--- src/rtl/riscv_pkg.sv ---
// riscv_pkg: shared datapath width plus operand-select stage types
package riscv_pkg;
  localparam int XLEN = 32;
  localparam int MXN_MAX_IN = 16;
  typedef enum logic [1:0] {EMPTY, ONE, TWO} mxn_state_e;
endpackage

--- src/rtl/mxn_skid_if.sv ---
// mxn_skid_if: producer/consumer handshake bundle of the operand-select stage
interface mxn_skid_if import riscv_pkg::*; #(parameter int N_IN = 4) ();
  localparam int SEL_W = $clog2(N_IN);
  logic [N_IN-1:0][XLEN-1:0] in_data;
  logic [SEL_W-1:0] in_sel;
  logic in_valid;
  logic in_ready;
  logic [XLEN-1:0] out_data;
  logic out_valid;
  logic out_ready;
  logic flush;
  logic sel_err;
  modport master(output in_data, in_sel, in_valid, out_ready, flush,
                 input in_ready, out_data, out_valid, sel_err);
  modport slave(input in_data, in_sel, in_valid, out_ready, flush,
                output in_ready, out_data, out_valid, sel_err);
endinterface

--- src/rtl/mxn_skid_mxn.sv ---
// mxn: combinational N:1 XLEN mux; out-of-range selects yield 0 and raise oor
module mxn import riscv_pkg::*; #(
  parameter int N_IN = 4,
  localparam int SEL_W = $clog2(N_IN)
) (
  input  logic [N_IN-1:0][XLEN-1:0] d,
  input  logic [SEL_W-1:0]          sel,
  output logic [XLEN-1:0]           y,
  output logic                      oor
);
  always_comb begin
    y = '0;
    oor = int'(sel) >= N_IN;
    for (int i = 0; i < N_IN; i++) y = (sel == SEL_W'(i)) ? d[i] : y;
  end
endmodule

--- src/rtl/mxn_skid.sv ---
// mxn_skid: N:1 operand select with a registered two-entry skid output buffer
module mxn_skid import riscv_pkg::*; #(parameter int N_IN = 4) (
  input logic       clk,
  input logic       rst_n,
  mxn_skid_if.slave bus
);
  mxn_state_e state, nxt;
  logic [XLEN-1:0] main_q, skid_q, main_d, skid_d, cap;
  logic oor, acc, pop, err_q;
  mxn #(.N_IN(N_IN)) u_mxn (.d(bus.in_data), .sel(bus.in_sel), .y(cap), .oor(oor));
  assign bus.in_ready = state != TWO;
  assign bus.out_valid = state != EMPTY;
  assign bus.out_data = main_q;
  assign bus.sel_err = err_q;
  assign acc = bus.in_valid && bus.in_ready;
  assign pop = bus.out_valid && bus.out_ready;
  always_comb begin
    nxt = state;
    main_d = main_q;
    skid_d = skid_q;
    case (state)
      EMPTY: begin
        nxt = acc ? ONE : EMPTY;
        main_d = acc ? cap : main_q;
      end
      ONE: begin
        nxt = (acc && !pop) ? TWO : (!acc && pop) ? EMPTY : ONE;
        main_d = (acc && pop) ? cap : main_q;
        skid_d = (acc && !pop) ? cap : skid_q;
      end
      default: begin
        nxt = pop ? ONE : TWO;
        main_d = pop ? skid_q : main_q;
      end
    endcase
    nxt = bus.flush ? EMPTY : nxt;
  end
  always_ff @(posedge clk or negedge rst_n)
    if (!rst_n) begin
      state <= EMPTY;
      main_q <= '0;
      skid_q <= '0;
      err_q <= 1'b0;
    end else begin
      state <= nxt;
      main_q <= main_d;
      skid_q <= skid_d;
      err_q <= bus.flush ? 1'b0 : err_q | (acc && oor);
    end
endmodule

--- src/flat_wrapper.sv ---
// flat-port wrapper written by rule: the top's interface ports become plain ports
module mxn_skid_flat import riscv_pkg::*;
#(parameter int N_IN = 4)
  (clk, rst_n, bus_in_data, bus_in_sel, bus_in_valid, bus_out_ready, bus_flush, bus_in_ready, bus_out_data, bus_out_valid, bus_sel_err);
  mxn_skid_if #(.N_IN(N_IN)) bus_i ();
  input logic clk;
  input logic rst_n;
  input wire logic [$bits(bus_i.in_data)-1:0] bus_in_data;
  input wire logic [$bits(bus_i.in_sel)-1:0] bus_in_sel;
  input wire logic [$bits(bus_i.in_valid)-1:0] bus_in_valid;
  input wire logic [$bits(bus_i.out_ready)-1:0] bus_out_ready;
  input wire logic [$bits(bus_i.flush)-1:0] bus_flush;
  output wire logic [$bits(bus_i.in_ready)-1:0] bus_in_ready;
  output wire logic [$bits(bus_i.out_data)-1:0] bus_out_data;
  output wire logic [$bits(bus_i.out_valid)-1:0] bus_out_valid;
  output wire logic [$bits(bus_i.sel_err)-1:0] bus_sel_err;
  assign bus_i.in_data = bus_in_data;
  assign bus_i.in_sel = bus_in_sel;
  assign bus_i.in_valid = bus_in_valid;
  assign bus_i.out_ready = bus_out_ready;
  assign bus_i.flush = bus_flush;
  assign bus_in_ready = bus_i.in_ready;
  assign bus_out_data = bus_i.out_data;
  assign bus_out_valid = bus_i.out_valid;
  assign bus_sel_err = bus_i.sel_err;
  mxn_skid #(.N_IN(N_IN)) u_core (.clk(clk), .rst_n(rst_n), .bus(bus_i));
endmodule
--- config.mk ---
export PLATFORM = sky130hd
export DESIGN_NAME = mxn_skid_flat
export DESIGN_NICKNAME = d
export VERILOG_FILES = /design/src/rtl/riscv_pkg.sv /design/src/rtl/mxn_skid_if.sv /design/src/rtl/mxn_skid_mxn.sv /design/src/rtl/mxn_skid.sv /design/src/flat_wrapper.sv
export SDC_FILE = /design/constraint.sdc
export NUM_CORES = 1
export LEC_CHECK = 0
export BUFFER_PORTS_ARGS = -buffer_cell sky130_fd_sc_hd__buf_2
export CORE_ASPECT_RATIO = 0.9
export CORE_UTILIZATION = 45
export CTS_BUF_LIST = sky130_fd_sc_hd__clkbuf_8
export DETAILED_ROUTE_END_ITERATION = 10
export PLACE_DENSITY = 0.78
export SYNTH_ARGS = -nofsm -noshare
export SYNTH_HDL_FRONTEND = slang
export SYNTH_SLANG_ARGS = --single-unit
--- constraint.sdc ---
create_clock -name clk -period 3.6 [get_ports clk]
set_input_delay 1.08 -clock clk [delete_from_list [all_inputs] [get_ports clk]]
set_output_delay 1.08 -clock clk [all_outputs]
set_load 0.03 [all_outputs]
==> summary.txt <==
STA
  – Fin Hold WS: 498 ps
  – Fin. max-slew vios: 0
  – Unrepaired setup endpoints after global routing: false
  – Fmax: 379 MHz
  – # setup viols final: 0
  – Hold Vio Cnt, Final: 0
  – Setup TNS: 0 ps
  – Crit share post-route: 73.4%
  – Post-route setup slack: around 960 ps
  – Final Critical Period: 2640 ps
  – Skew final: 4.69 ps
  – Tightest Pin Transition: 1150 ps
  – Slew margin rel.: 23.1%

Clock network
  – CTS root buf: clkbuf_8
  – TritonCTS clock tree: done
  – TritonCTS Buffers: 9
  – Setup bufs post-CTS: 0
  – Cts hold-fix bufs: 0
  – Clock latency at the later pin of the worst-skew pair: 330 ps
  – Clock buffer depth: 2
  – Clock Sinks: between 60 and 70
  – Clock slew at reported path FFs: 60 ps
  – CTS H-tree lvls: 3
  – Post-cts resize count: 0

Yosys
  – Post-synthesis mux area share: between 30% and 40%
  – Mapped Nets: 370
  – Post-Synth Simple-Gate Area: 7.03%
  – Xor and xnor area share after synthesis: 0%
  – Average size of a mapped cell: 14.9 sq um
  – Flops & latches, synth: 66
  – Yosys warning count: 0
  – Main combinational cell family by area after synthesis: multiplexers
  – Post-Synthesis Cells: 234
  – Seq/Total Area, Yosys: 47.4%
  – Area of the mapped netlist: 0.00349 sq mm
  – Yosys cell types: 25
  – Adder-cell share of the synthesized area: less than 1%
  – Compound-Gate Fraction of Synth Area: 10.0%

Critical path
  – R2R Path Start: u_core.state[1]
  – Req. time, crit path: 3860 ps
  – Worst R2R Setup Slack: 1420 ps
  – Slowest CP cell: o211a_1
  – Cell Chain, Critical Path: buf_2 -> o211a_1 -> a221o_1
  – Critical path class: input port to register
  – Worst Setup Start Kind: input port
  – Worst path max stage delay: just over 1000 ps
  – RR Endpoint: u_core.skid_q[7]
  – Top delay family on crit path: compound AO/OA/AOI/OAI gates
  – Crit end category: register
  – CP bufs+invs: 1
  – Critical Path Start: bus_out_ready
  – Crit Path Max Fanout: 36
  – Cells on worst reg2reg path: 7
  – Arrival time worst endpoint: 2910 ps

Power
  – Clock Power Share: 26.1%
  – Worst vdd ir: 222 uV
  – NetSw: 0.749 mW
  – Final total power: 2.44 mW
  – Power per cell area: approximately 530 mW/mm^2
  – Pleak: 2.31 nW
  – Sw frac: 30.7%
  – Internal power: around 1.7 mW
  – Share of total power in sequential cells: 44.3%
  – Logic gate share of total power: 29.6%

Worst hold path
  – WHS Path Cells: 1
  – Worst Hold Launch: u_core.skid_q[9]
  – Min-Delay Path Class: register to register
  – Hold worst-path end: u_core.skid_q[9]

Global routing
  – First-pass GRT wire length: 13.9 mm
  – Vias in the first global route: 2895
  – GRT overflow: 0
  – Largest net degree at the start of global routing: 39
  – Initial antenna violation count: 0
  – GRT Total Usage: 22.7%

Routing
  – Routed Antenna Nets: 0
  – DR vias: 2889
  – First-pass iteration count of the detailed router: 4
  – Wire per inst: about 18 um
  – Via density: 5.85
  – Initial DRC Count: 118
  – # DRC: 0
  – Drt total wl: 8.92 mm

Floorplan
  – # IOs: 170
  – Core ar.: about 0.0075 sq mm
  – Std-Cell Rows: 30
  – Initial core utilization: about 46%
  – Die X: between 90 and 100 um
  – Die area: between 0.008 and 0.009 sq mm
  – Die Height: roughly 86 um

Finish
  – N_diodes: 0
  – Final net count: 530
  – Synth-to-Final Area Change: 31.7%
  – Final Core Density: between 60% and 70%
  – Share of cells above drive strength 1: a little over three fifths
  – Count of non-filler cells in the finished layout: 494
  – Layout fillers: 620
  – Design area: around 0.0046 sq mm

Placement
  – Global placement routability congestion: approximately 0.73
  – Placement Setup Slack: between 600 and 700 ps
  – Placed insts: around 480
  – Port Buf Inserts: about 170
  – Dpl hpwl: 6.15 mm
  – Dpl cell area: about 0.0044 sq mm

Outcome
  – Outcome: finished clean

Flow run
  – Maxcap violations: 0
## routing by layer
metal,vias to the layer above,wire [um],track usage (%)
met1,1455,3800,29.9
met4,0,136,7.99
li1,1284,-,-
met3,13,654,5.05
met5,-,0,0
met2,137,4320,37.0
## cells by family after synthesis
logic type      count (synthesis)
fa+ha+maj                       1
other cells                     1
flops                          66
compound gates                 36
simple gates                   40
mux                            64
buf+inv                        26
## power by group through the flow
stage / Clock [mW] / Sequential, mW / Combinational [mW]
2_1_floorplan: 0 / 1.21 / 0.356
3_3_place_gp: 0 / 1.08 / 0.703
3_5_place_dp: 0 / 1.09 / 0.731
4_1_cts: 0.648 / 1.08 / 0.731
5_1_grt: 0.681 / 1.11 / 0.777
6_report: 0.636 / 1.08 / 0.723
## state kept, by name (all words and copies together), names as in the netlist
signal	count
u_core.state	2
u_core.skid_q	32
u_core.bus.out_data	32
## cells in the mapped netlist
cell type / number / area share (%)
a211oi_1: 1 / 0.22
a21oi_1: 1 / 0.14
a221o_1: 32 / 9.2
and2_1: 1 / 0.18
and3_1: 32 / 5.7
buf_1: 4 / 0.43
buf_2: 4 / 0.57
buf_4: 1 / 0.22
buf_6: 4 / 1.3
clkbuf_1: 11 / 1.2
conb_1: 1 / 0.11
dfrtp_1: 66 / 47
ha_1: 1 / 0.36
inv_1: 2 / 0.22
mux2_2: 32 / 10
mux4_1: 2 / 1.5
mux4_2: 30 / 19
nand2_1: 1 / 0.11
nand2b_1: 2 / 0.36
nand3_1: 1 / 0.14
nor2_1: 1 / 0.11
nor2b_1: 1 / 0.18
nor3b_1: 1 / 0.22
o211a_1: 1 / 0.29
o22ai_1: 1 / 0.18
## cell type report
cell class	count	area [sq um]	area share (%)
Clock buffer	12	165	3.60
Clock inverter	3	38.8	0.845
Inverter	2	7.51	0.163
Multi-Input combinational cell	142	1720	37.4
Sequential cell	66	1650	36.0
Tap cell	96	120	2.62
Timing Repair Buffer	173	891	19.4
## how the worst max path moves through the flow
stage                                   end  slack [ps]  depth (start not counted)
global placement    u_core.bus.out_data[26]         690                          3
floorplan                 u_core.skid_q[10]        1210                          6
CTS                  u_core.bus.out_data[5]         980                          3
finish               u_core.bus.out_data[5]         960                          3
detailed placement  u_core.bus.out_data[28]         640                          3
global route         u_core.bus.out_data[5]         860                          3
## cells in the final DEF, fill, tap and decap left out
cell	n
a211oi_1	1
a21oi_1	1
a221o_1	32
and2_1	1
and3_1	32
buf_12	1
buf_2	168
buf_4	4
bufinv_16	1
clkbuf_8	12
clkinv_2	1
conb_1	1
dfrtp_1	66
ha_1	1
inv_1	3
mux2_2	32
mux4_1	2
mux4_2	30
nand2_1	1
nand2b_1	2
nand3_2	1
nor2_1	1
nor2b_1	1
nor3b_1	1
o211a_1	1
o22ai_4	1
No activity file was read; power rests on OpenSTA's default activity.
